`src/rtl/clock_set_scan_if.sv`:
```
// Button inputs and display/time outputs of the clock_set_scan timekeeping stage.
interface clock_set_scan_if;
    logic       btn_mode;
    logic       btn_inc;
    logic [3:0] disp;
    logic [3:0] an;
    logic       time_set;
    logic [7:0] hh;
    logic [7:0] mm;

    modport master (
        output btn_mode, btn_inc,
        input  disp, an, time_set, hh, mm
    );

    modport slave (
        input  btn_mode, btn_inc,
        output disp, an, time_set, hh, mm
    );
endinterface

```
`src/rtl/clock_set_scan.sv`:
```
// BCD timekeeping, RUN/SET_HR/SET_MIN setting FSM and 4-digit HH:MM scan feed.
// Optional hold-to-repeat on the increment button: define AUTO_REPEAT_EN.
module clock_set_scan #(
    parameter int unsigned TICKS_PER_SEC = 100,
    parameter int unsigned REPEAT_TICKS  = 25
) (
    input logic             clk_100hz,
    input logic             rst,
    clock_set_scan_if.slave io
);
    localparam int unsigned PRESC_W = (TICKS_PER_SEC > 2) ? $clog2(TICKS_PER_SEC) : 1;
    localparam logic [PRESC_W-1:0] PRESC_MAX = PRESC_W'(TICKS_PER_SEC - 1);

    if (TICKS_PER_SEC < 2 || REPEAT_TICKS == 0) begin : g_bad_param
        $error("clock_set_scan: TICKS_PER_SEC must be >= 2 and REPEAT_TICKS >= 1");
    end

    typedef enum logic [1:0] {RUN = 2'd0, SET_HR = 2'd1, SET_MIN = 2'd2} state_e;

    state_e             state_q, state_d;
    logic [7:0]         hh_q, hh_d, mm_q, mm_d, sec_q, sec_d;
    logic [PRESC_W-1:0] presc_q, presc_d;
    logic [1:0]         mode_sync_q, inc_sync_q;
    logic               mode_prev_q, inc_prev_q;
    logic [1:0]         idx_q;
    logic [3:0]         disp_q, disp_d, an_q, an_d;
    logic               ts_q, ts_d;
    logic               mode_edge_c, inc_edge_c, inc_fire_c, repeat_fire_c;

    function automatic logic [7:0] inc_hours(input logic [7:0] v);
        logic [7:0] r;
        if (v == 8'h23)            r = 8'h00;
        else if (v[3:0] == 4'd9)   r = {v[7:4] + 4'd1, 4'd0};
        else                       r = {v[7:4], v[3:0] + 4'd1};
        return r;
    endfunction

    // Shared by minutes and seconds: 00..59 wrap.
    function automatic logic [7:0] inc_sixty(input logic [7:0] v);
        logic [7:0] r;
        if (v[3:0] == 4'd9) r = (v[7:4] == 4'd5) ? 8'h00 : {v[7:4] + 4'd1, 4'd0};
        else                r = {v[7:4], v[3:0] + 4'd1};
        return r;
    endfunction

    assign mode_edge_c = mode_sync_q[1] & ~mode_prev_q;
    assign inc_edge_c  = inc_sync_q[1] & ~inc_prev_q;
    assign inc_fire_c  = inc_edge_c | repeat_fire_c;

`ifdef AUTO_REPEAT_EN
    localparam int unsigned HOLD_W = $clog2(2 * REPEAT_TICKS + 1);
    logic [HOLD_W-1:0] hold_q, hold_d;

    // First repeat after 2*REPEAT_TICKS held cycles, then every REPEAT_TICKS.
    always_comb begin
        hold_d        = hold_q;
        repeat_fire_c = 1'b0;
        if (mode_edge_c || !inc_sync_q[1] || state_q == RUN) begin
            hold_d = '0;
        end else if (hold_q == HOLD_W'(2 * REPEAT_TICKS - 1)) begin
            repeat_fire_c = 1'b1;
            hold_d        = HOLD_W'(REPEAT_TICKS);
        end else begin
            hold_d = hold_q + HOLD_W'(1);
        end
    end

    always_ff @(posedge clk_100hz or posedge rst) begin
        if (rst) hold_q <= '0;
        else     hold_q <= hold_d;
    end
`else
    assign repeat_fire_c = 1'b0;
`endif

    // Mode edge has priority; it also swallows a coincident increment or sec_tick.
    always_comb begin
        state_d = state_q;
        hh_d    = hh_q;
        mm_d    = mm_q;
        sec_d   = sec_q;
        presc_d = presc_q;
        if (mode_edge_c) begin
            unique case (state_q)
                RUN:     state_d = SET_HR;
                SET_HR:  state_d = SET_MIN;
                SET_MIN: begin
                    state_d = RUN;
                    sec_d   = 8'h00;
                    presc_d = '0;
                end
                default: state_d = RUN;
            endcase
        end else begin
            unique case (state_q)
                RUN: begin
                    if (presc_q == PRESC_MAX) begin
                        presc_d = '0;
                        sec_d   = inc_sixty(sec_q);
                        if (sec_q == 8'h59) begin
                            mm_d = inc_sixty(mm_q);
                            if (mm_q == 8'h59) hh_d = inc_hours(hh_q);
                        end
                    end else begin
                        presc_d = presc_q + PRESC_W'(1);
                    end
                end
                SET_HR:  if (inc_fire_c) hh_d = inc_hours(hh_q);
                SET_MIN: if (inc_fire_c) mm_d = inc_sixty(mm_q);
                default: state_d = RUN;
            endcase
        end
    end

    // Scan decode; registered so disp, an and time_set change together.
    always_comb begin
        disp_d = 4'h0;
        an_d   = 4'b1111;
        ts_d   = 1'b0;
        unique case (idx_q)
            2'd0: begin disp_d = mm_q[3:0]; an_d = 4'b1110; ts_d = (state_q == SET_MIN); end
            2'd1: begin disp_d = mm_q[7:4]; an_d = 4'b1101; ts_d = (state_q == SET_MIN); end
            2'd2: begin disp_d = hh_q[3:0]; an_d = 4'b1011; ts_d = (state_q == SET_HR);  end
            default: begin disp_d = hh_q[7:4]; an_d = 4'b0111; ts_d = (state_q == SET_HR); end
        endcase
    end

    always_ff @(posedge clk_100hz or posedge rst) begin
        if (rst) begin
            state_q     <= RUN;
            hh_q        <= 8'h00;
            mm_q        <= 8'h00;
            sec_q       <= 8'h00;
            presc_q     <= '0;
            mode_sync_q <= 2'b00;
            inc_sync_q  <= 2'b00;
            mode_prev_q <= 1'b0;
            inc_prev_q  <= 1'b0;
            idx_q       <= 2'd0;
            disp_q      <= 4'h0;
            an_q        <= 4'b1111;
            ts_q        <= 1'b0;
        end else begin
            state_q     <= state_d;
            hh_q        <= hh_d;
            mm_q        <= mm_d;
            sec_q       <= sec_d;
            presc_q     <= presc_d;
            mode_sync_q <= {mode_sync_q[0], io.btn_mode};
            inc_sync_q  <= {inc_sync_q[0], io.btn_inc};
            mode_prev_q <= mode_sync_q[1];
            inc_prev_q  <= inc_sync_q[1];
            idx_q       <= idx_q + 2'd1;
            disp_q      <= disp_d;
            an_q        <= an_d;
            ts_q        <= ts_d;
        end
    end

    assign io.disp     = disp_q;
    assign io.an       = an_q;
    assign io.time_set = ts_q;
    assign io.hh       = hh_q;
    assign io.mm       = mm_q;
endmodule

```
`src/flat_wrapper.sv`:
```
// flat-port wrapper written by rule: the top's interface ports become plain ports
module clock_set_scan_flat 
#(
    parameter int unsigned TICKS_PER_SEC = 100,
    parameter int unsigned REPEAT_TICKS  = 25
)
  (clk_100hz, rst, io_btn_mode, io_btn_inc, io_disp, io_an, io_time_set, io_hh, io_mm);
  clock_set_scan_if io_i ();
  input logic clk_100hz;
  input logic rst;
  input wire logic [$bits(io_i.btn_mode)-1:0] io_btn_mode;
  input wire logic [$bits(io_i.btn_inc)-1:0] io_btn_inc;
  output wire logic [$bits(io_i.disp)-1:0] io_disp;
  output wire logic [$bits(io_i.an)-1:0] io_an;
  output wire logic [$bits(io_i.time_set)-1:0] io_time_set;
  output wire logic [$bits(io_i.hh)-1:0] io_hh;
  output wire logic [$bits(io_i.mm)-1:0] io_mm;
  assign io_i.btn_mode = io_btn_mode;
  assign io_i.btn_inc = io_btn_inc;
  assign io_disp = io_i.disp;
  assign io_an = io_i.an;
  assign io_time_set = io_i.time_set;
  assign io_hh = io_i.hh;
  assign io_mm = io_i.mm;
  clock_set_scan #(.TICKS_PER_SEC(TICKS_PER_SEC), .REPEAT_TICKS(REPEAT_TICKS)) u_core (.clk_100hz(clk_100hz), .rst(rst), .io(io_i));
endmodule
```
`config.mk`:
```
export PLATFORM = sky130hd
export DESIGN_NAME = clock_set_scan_flat
export DESIGN_NICKNAME = d
export VERILOG_FILES = /design/src/rtl/clock_set_scan_if.sv /design/src/rtl/clock_set_scan.sv /design/src/flat_wrapper.sv
export SDC_FILE = /design/constraint.sdc
export NUM_CORES = 1
export LEC_CHECK = 0
export CORE_ASPECT_RATIO = 0.75
export CORE_MARGIN = 2
export CORE_UTILIZATION = 50
export CTS_BUF_LIST = sky130_fd_sc_hd__clkbuf_8
export CTS_CLUSTER_DIAMETER = 200
export CTS_CLUSTER_SIZE = 14
export DETAILED_ROUTE_END_ITERATION = 10
export GPL_ROUTABILITY_DRIVEN = 1
export PLACE_DENSITY = 0.75
export SLEW_MARGIN = 30
export SYNTH_ARGS = -nofsm -noshare
export SYNTH_HDL_FRONTEND = slang
export SYNTH_SLANG_ARGS = --single-unit
export TNS_END_PERCENT = 30
```
`constraint.sdc`:
```
create_clock -name clk_100hz -period 2 [get_ports clk_100hz]
set_clock_uncertainty 0.2 [all_clocks]
set_input_delay 0.6 -clock clk_100hz [delete_from_list [all_inputs] [get_ports clk_100hz]]
set_output_delay 0.6 -clock clk_100hz [all_outputs]
set_load 0.02 [all_outputs]
```
==> impl_results.md <==
* Status: finished with violations
* Failing checks: negative setup slack
* # nets final at 336
* CP peak stage delay at 0.51 ns
* Number of remaining DRC errors at 0
* Power Total at 0.003113 W
* Core Area at ~0.0048 mm^2
* H-tree depth at 2
* Synthesized Nets at approximately 260
* WP buf/inv at 1
* CP top delay family: simple AND/OR/NAND/NOR gates
* Pin count of the biggest net entering global routing at 51
* Iteration-0 DRC Markers at approximately 170
* Top FF cell, synth: dfrtp_1
* Cells after Synth at 239
* Antenna cells at 0
* Half-perimeter wire length after placement at 4160 um
* Final period util at 106.9%
* DR vias at between 2000 and 2500
* Largest area contributor in the netlist: dfrtp_1
* Synth warn at 0
* Cell Chain, Critical Path: inv_1 -> ha_1 -> and3b_1 -> nand4_1 -> a2111o_1 -> or4_1 -> nand2_1
* Number of global-route vias before repair at 2032
* Area grow syn2layout at 36.22%
* Port Buffer Count at 28
* Clk root buf: clkbuf_8
* Unique masters post-synth at 50
* Crit path time final at 2.138 ns
* Max cap viols at 0
* Yosys top cell area share at 46.02%
* Critical Path AT at 2.18 ns
* I/O pin count at 29
* Chip width at 85.67 um
* Layout cells sized above 1 at between 20 and 30%
* Fin. Hold Viols at 0
* Setup CP Type: flip-flop to flip-flop
* Finish-stage setup viols at 12
* First-pass iteration count of the detailed router at 4
* Layout filler cell count at 362
* Hold crit path type: flip-flop to flip-flop
* Global-route wire length before repair at 9756 um
* Die H at 65.25 um
* Hold path cells at 0
* Sink Count at 50
* CP max stage cell: a2111o_1
* Register area share after synthesis at between 50% and 60%
* All-Layer GR Usage at between 20 and 25%
* Setup TNS at -1.012 ns
* Post-synth EDFFs at 0
* Worst IR drop on VDD at 0.5715 mV
* Slew Viols, Final at 0
* CTS tree: done
* Rows at 22
* WP data required at 2.04 ns
* Most common cell in the netlist: dfrtp_1
* Starting Density at 51.63%
* Die Area at 0.005590 mm^2
* Crit start category: flip-flop
* CTS Hold Bufs at 0
* Storage cell area at 0.001264 mm^2
* Routed wire length at 5553 um
* Initial antenna violation count at 0
* F_max at 0.4677 GHz
* WL/cell at 14.61 um
* Top post-synthesis cells by area: dfrtp_1, ha_1, dfstp_2
* PnR worst setup slack at -0.1381 ns
* Hold Startpoint: u_core.inc_sync_q[0]
* CTS Buf Count at 5
* RR Startpoint: u_core.sec_q[1]
* Reg2reg end: u_core.io.hh[2]
* Ys async rst share at between 90% and 100%
* Depth of the most critical reg-to-reg path at 7
* Clk_lat worst skew at 0.30 ns
* Yosys reg bits at 50
* Final hold slack at 0.1538 ns
* P_leak at 1.643 nW
* Clock Path Buffers at 2
* GR Overflow Total at 0
* Number of nets still failing antenna checks after routing at 0
* Synthesized cell area at 0.002501 mm^2
* Actual slew at the worst max-slew pin at approximately 0.42 ns
* Via-per-instance ratio at 5.487
* Power Density at 913.7 mW/mm^2
* Syn_area_per_cell at 10.47 um^2
* Max transition margin at between 70% and 80%
* Commonest cells post-synth: dfrtp_1, inv_1, nand2_1, ha_1, o21ai_0
* Clk slew on worst S/H paths at 0.09 ns
* Placer Congestion at 0.8503
* Reg-to-reg slack, setup at -0.14 ns
* Multi-input logic area at between 0.001 and 0.0015 mm^2
* Unrepaired setup endpoints after global routing: yes
* Critical Path End Type: flip-flop
* WHS Endpoint: u_core.inc_sync_q[1]
* Max Fanout on Critical Path at 4
report_power, final:
part / internal (W) / leakage (nW) / switching [W]
Clock: 0.000273 / 0.0538 / 0.000316
Sequential: 0.00119 / 0.634 / 0.000146
Combinational: 0.000546 / 0.955 / 0.000640
Total: 0.00201 / 1.64 / 0.00110
cells by family after synthesis:
kind of cell / synth area share [%]
and+or+nand+nor: 18.01
AOI/OAI and AO/OA: 14.71
DFF: 50.22
buffers and inverters: 4.852
adders and majority gates: 6.503
xor gates and xnor gates: 2.802
muxes: 2.901
sequential cells by signal (all words and copies together), names as in the netlist:
| name | flops |
|---|---|
| u_core.mode_sync_q | 2 |
| u_core.inc_sync_q | 2 |
| u_core.mode_prev_q | 1 |
| u_core.io.time_set | 1 |
| u_core.io.an | 4 |
| u_core.sec_q | 8 |
| u_core.idx_q | 2 |
| u_core.state_q | 2 |
| u_core.io.hh | 8 |
| u_core.io.disp | 4 |
| u_core.io.mm | 8 |
| u_core.presc_q | 7 |
| u_core.inc_prev_q | 1 |
per-layer routing:
metal / up-vias / share of wire (%) / track usage, %
li1: 1026 / - / -
met1: 1003 / 49 / 32.46
met2: 50 / 46 / 35.35
met3: 6 / 4.2 / 3.769
met4: 0 / 1.1 / 5.556
met5: - / 0 / 0
area by class of cell:
| cell class | count | area share [%] |
|---|---|---|
| flip-flops and latches | 50 | 37.09 |
| multi-input cells | 157 | 35.81 |
| repair buffers | 81 | 19.50 |
| inverters | 24 | 2.754 |
| clock buffers | 6 | 2.424 |
| well taps | 60 | 2.203 |
| clock inverters | 2 | 0.2203 |
cells in the final DEF, fill, tap and decap left out, types with 4 or more instances in the layout:
| master | count |
|---|---|
| ha_1 | 13 |
| inv_1 | 24 |
| xnor2_1 | 8 |
| mux2i_1 | 5 |
| clkdlybuf4s15_1 | 4 |
| a21oi_1 | 9 |
| nand4_1 | 6 |
| nand2_1 | 14 |
| o21ai_1 | 6 |
| dlygate4sd2_1 | 19 |
| clkbuf_8 | 6 |
| buf_4 | 50 |
| dfstp_2 | 4 |
| nor2_1 | 9 |
| o21ai_0 | 6 |
| a222oi_1 | 4 |
| dfrtp_1 | 40 |
| nand3_1 | 7 |
| nand2b_1 | 4 |
| dfrtp_2 | 6 |
| nor2b_1 | 4 |
through the flow:
step | utilization (%) | cells | setup WS [ns] | instance area (um^2)
5_1_grt | 70.33 | 380 | -0.2386 | 3407
3_3_place_gp | 66.89 | 369 | -0.09997 | 3241
4_1_cts | 69.09 | 378 | -0.1609 | 3347
6_report | 70.33 | 380 | -0.1381 | 3407
2_1_floorplan | - | 239 | -0.06396 | 2532
3_5_place_dp | 66.89 | 369 | -0.1836 | 3241
what timing repair did:
item,in CTS,in global routing
setup buffers,1,2
endpoints found under the setup margin,40,27
gates cloned,0,0
resized for setup,36,23
pin swaps,7,11
how the worst max path moves through the flow:
stage                 startpoint         endpoint  slack, ns  cells past startpoint
2_1_floorplan    u_core.sec_q[1]  u_core.io.hh[2]      -0.06                      7
4_1_cts          u_core.sec_q[1]  u_core.io.hh[2]      -0.16                      7
5_1_grt          u_core.sec_q[1]  u_core.io.hh[7]      -0.24                      8
3_5_place_dp   u_core.presc_q[4]  u_core.sec_q[7]      -0.18                      6
6_report         u_core.sec_q[1]  u_core.io.hh[2]      -0.14                      7
3_3_place_gp     u_core.sec_q[1]  u_core.io.hh[2]       -0.1                      7
Power figures use the tool's default switching activity.
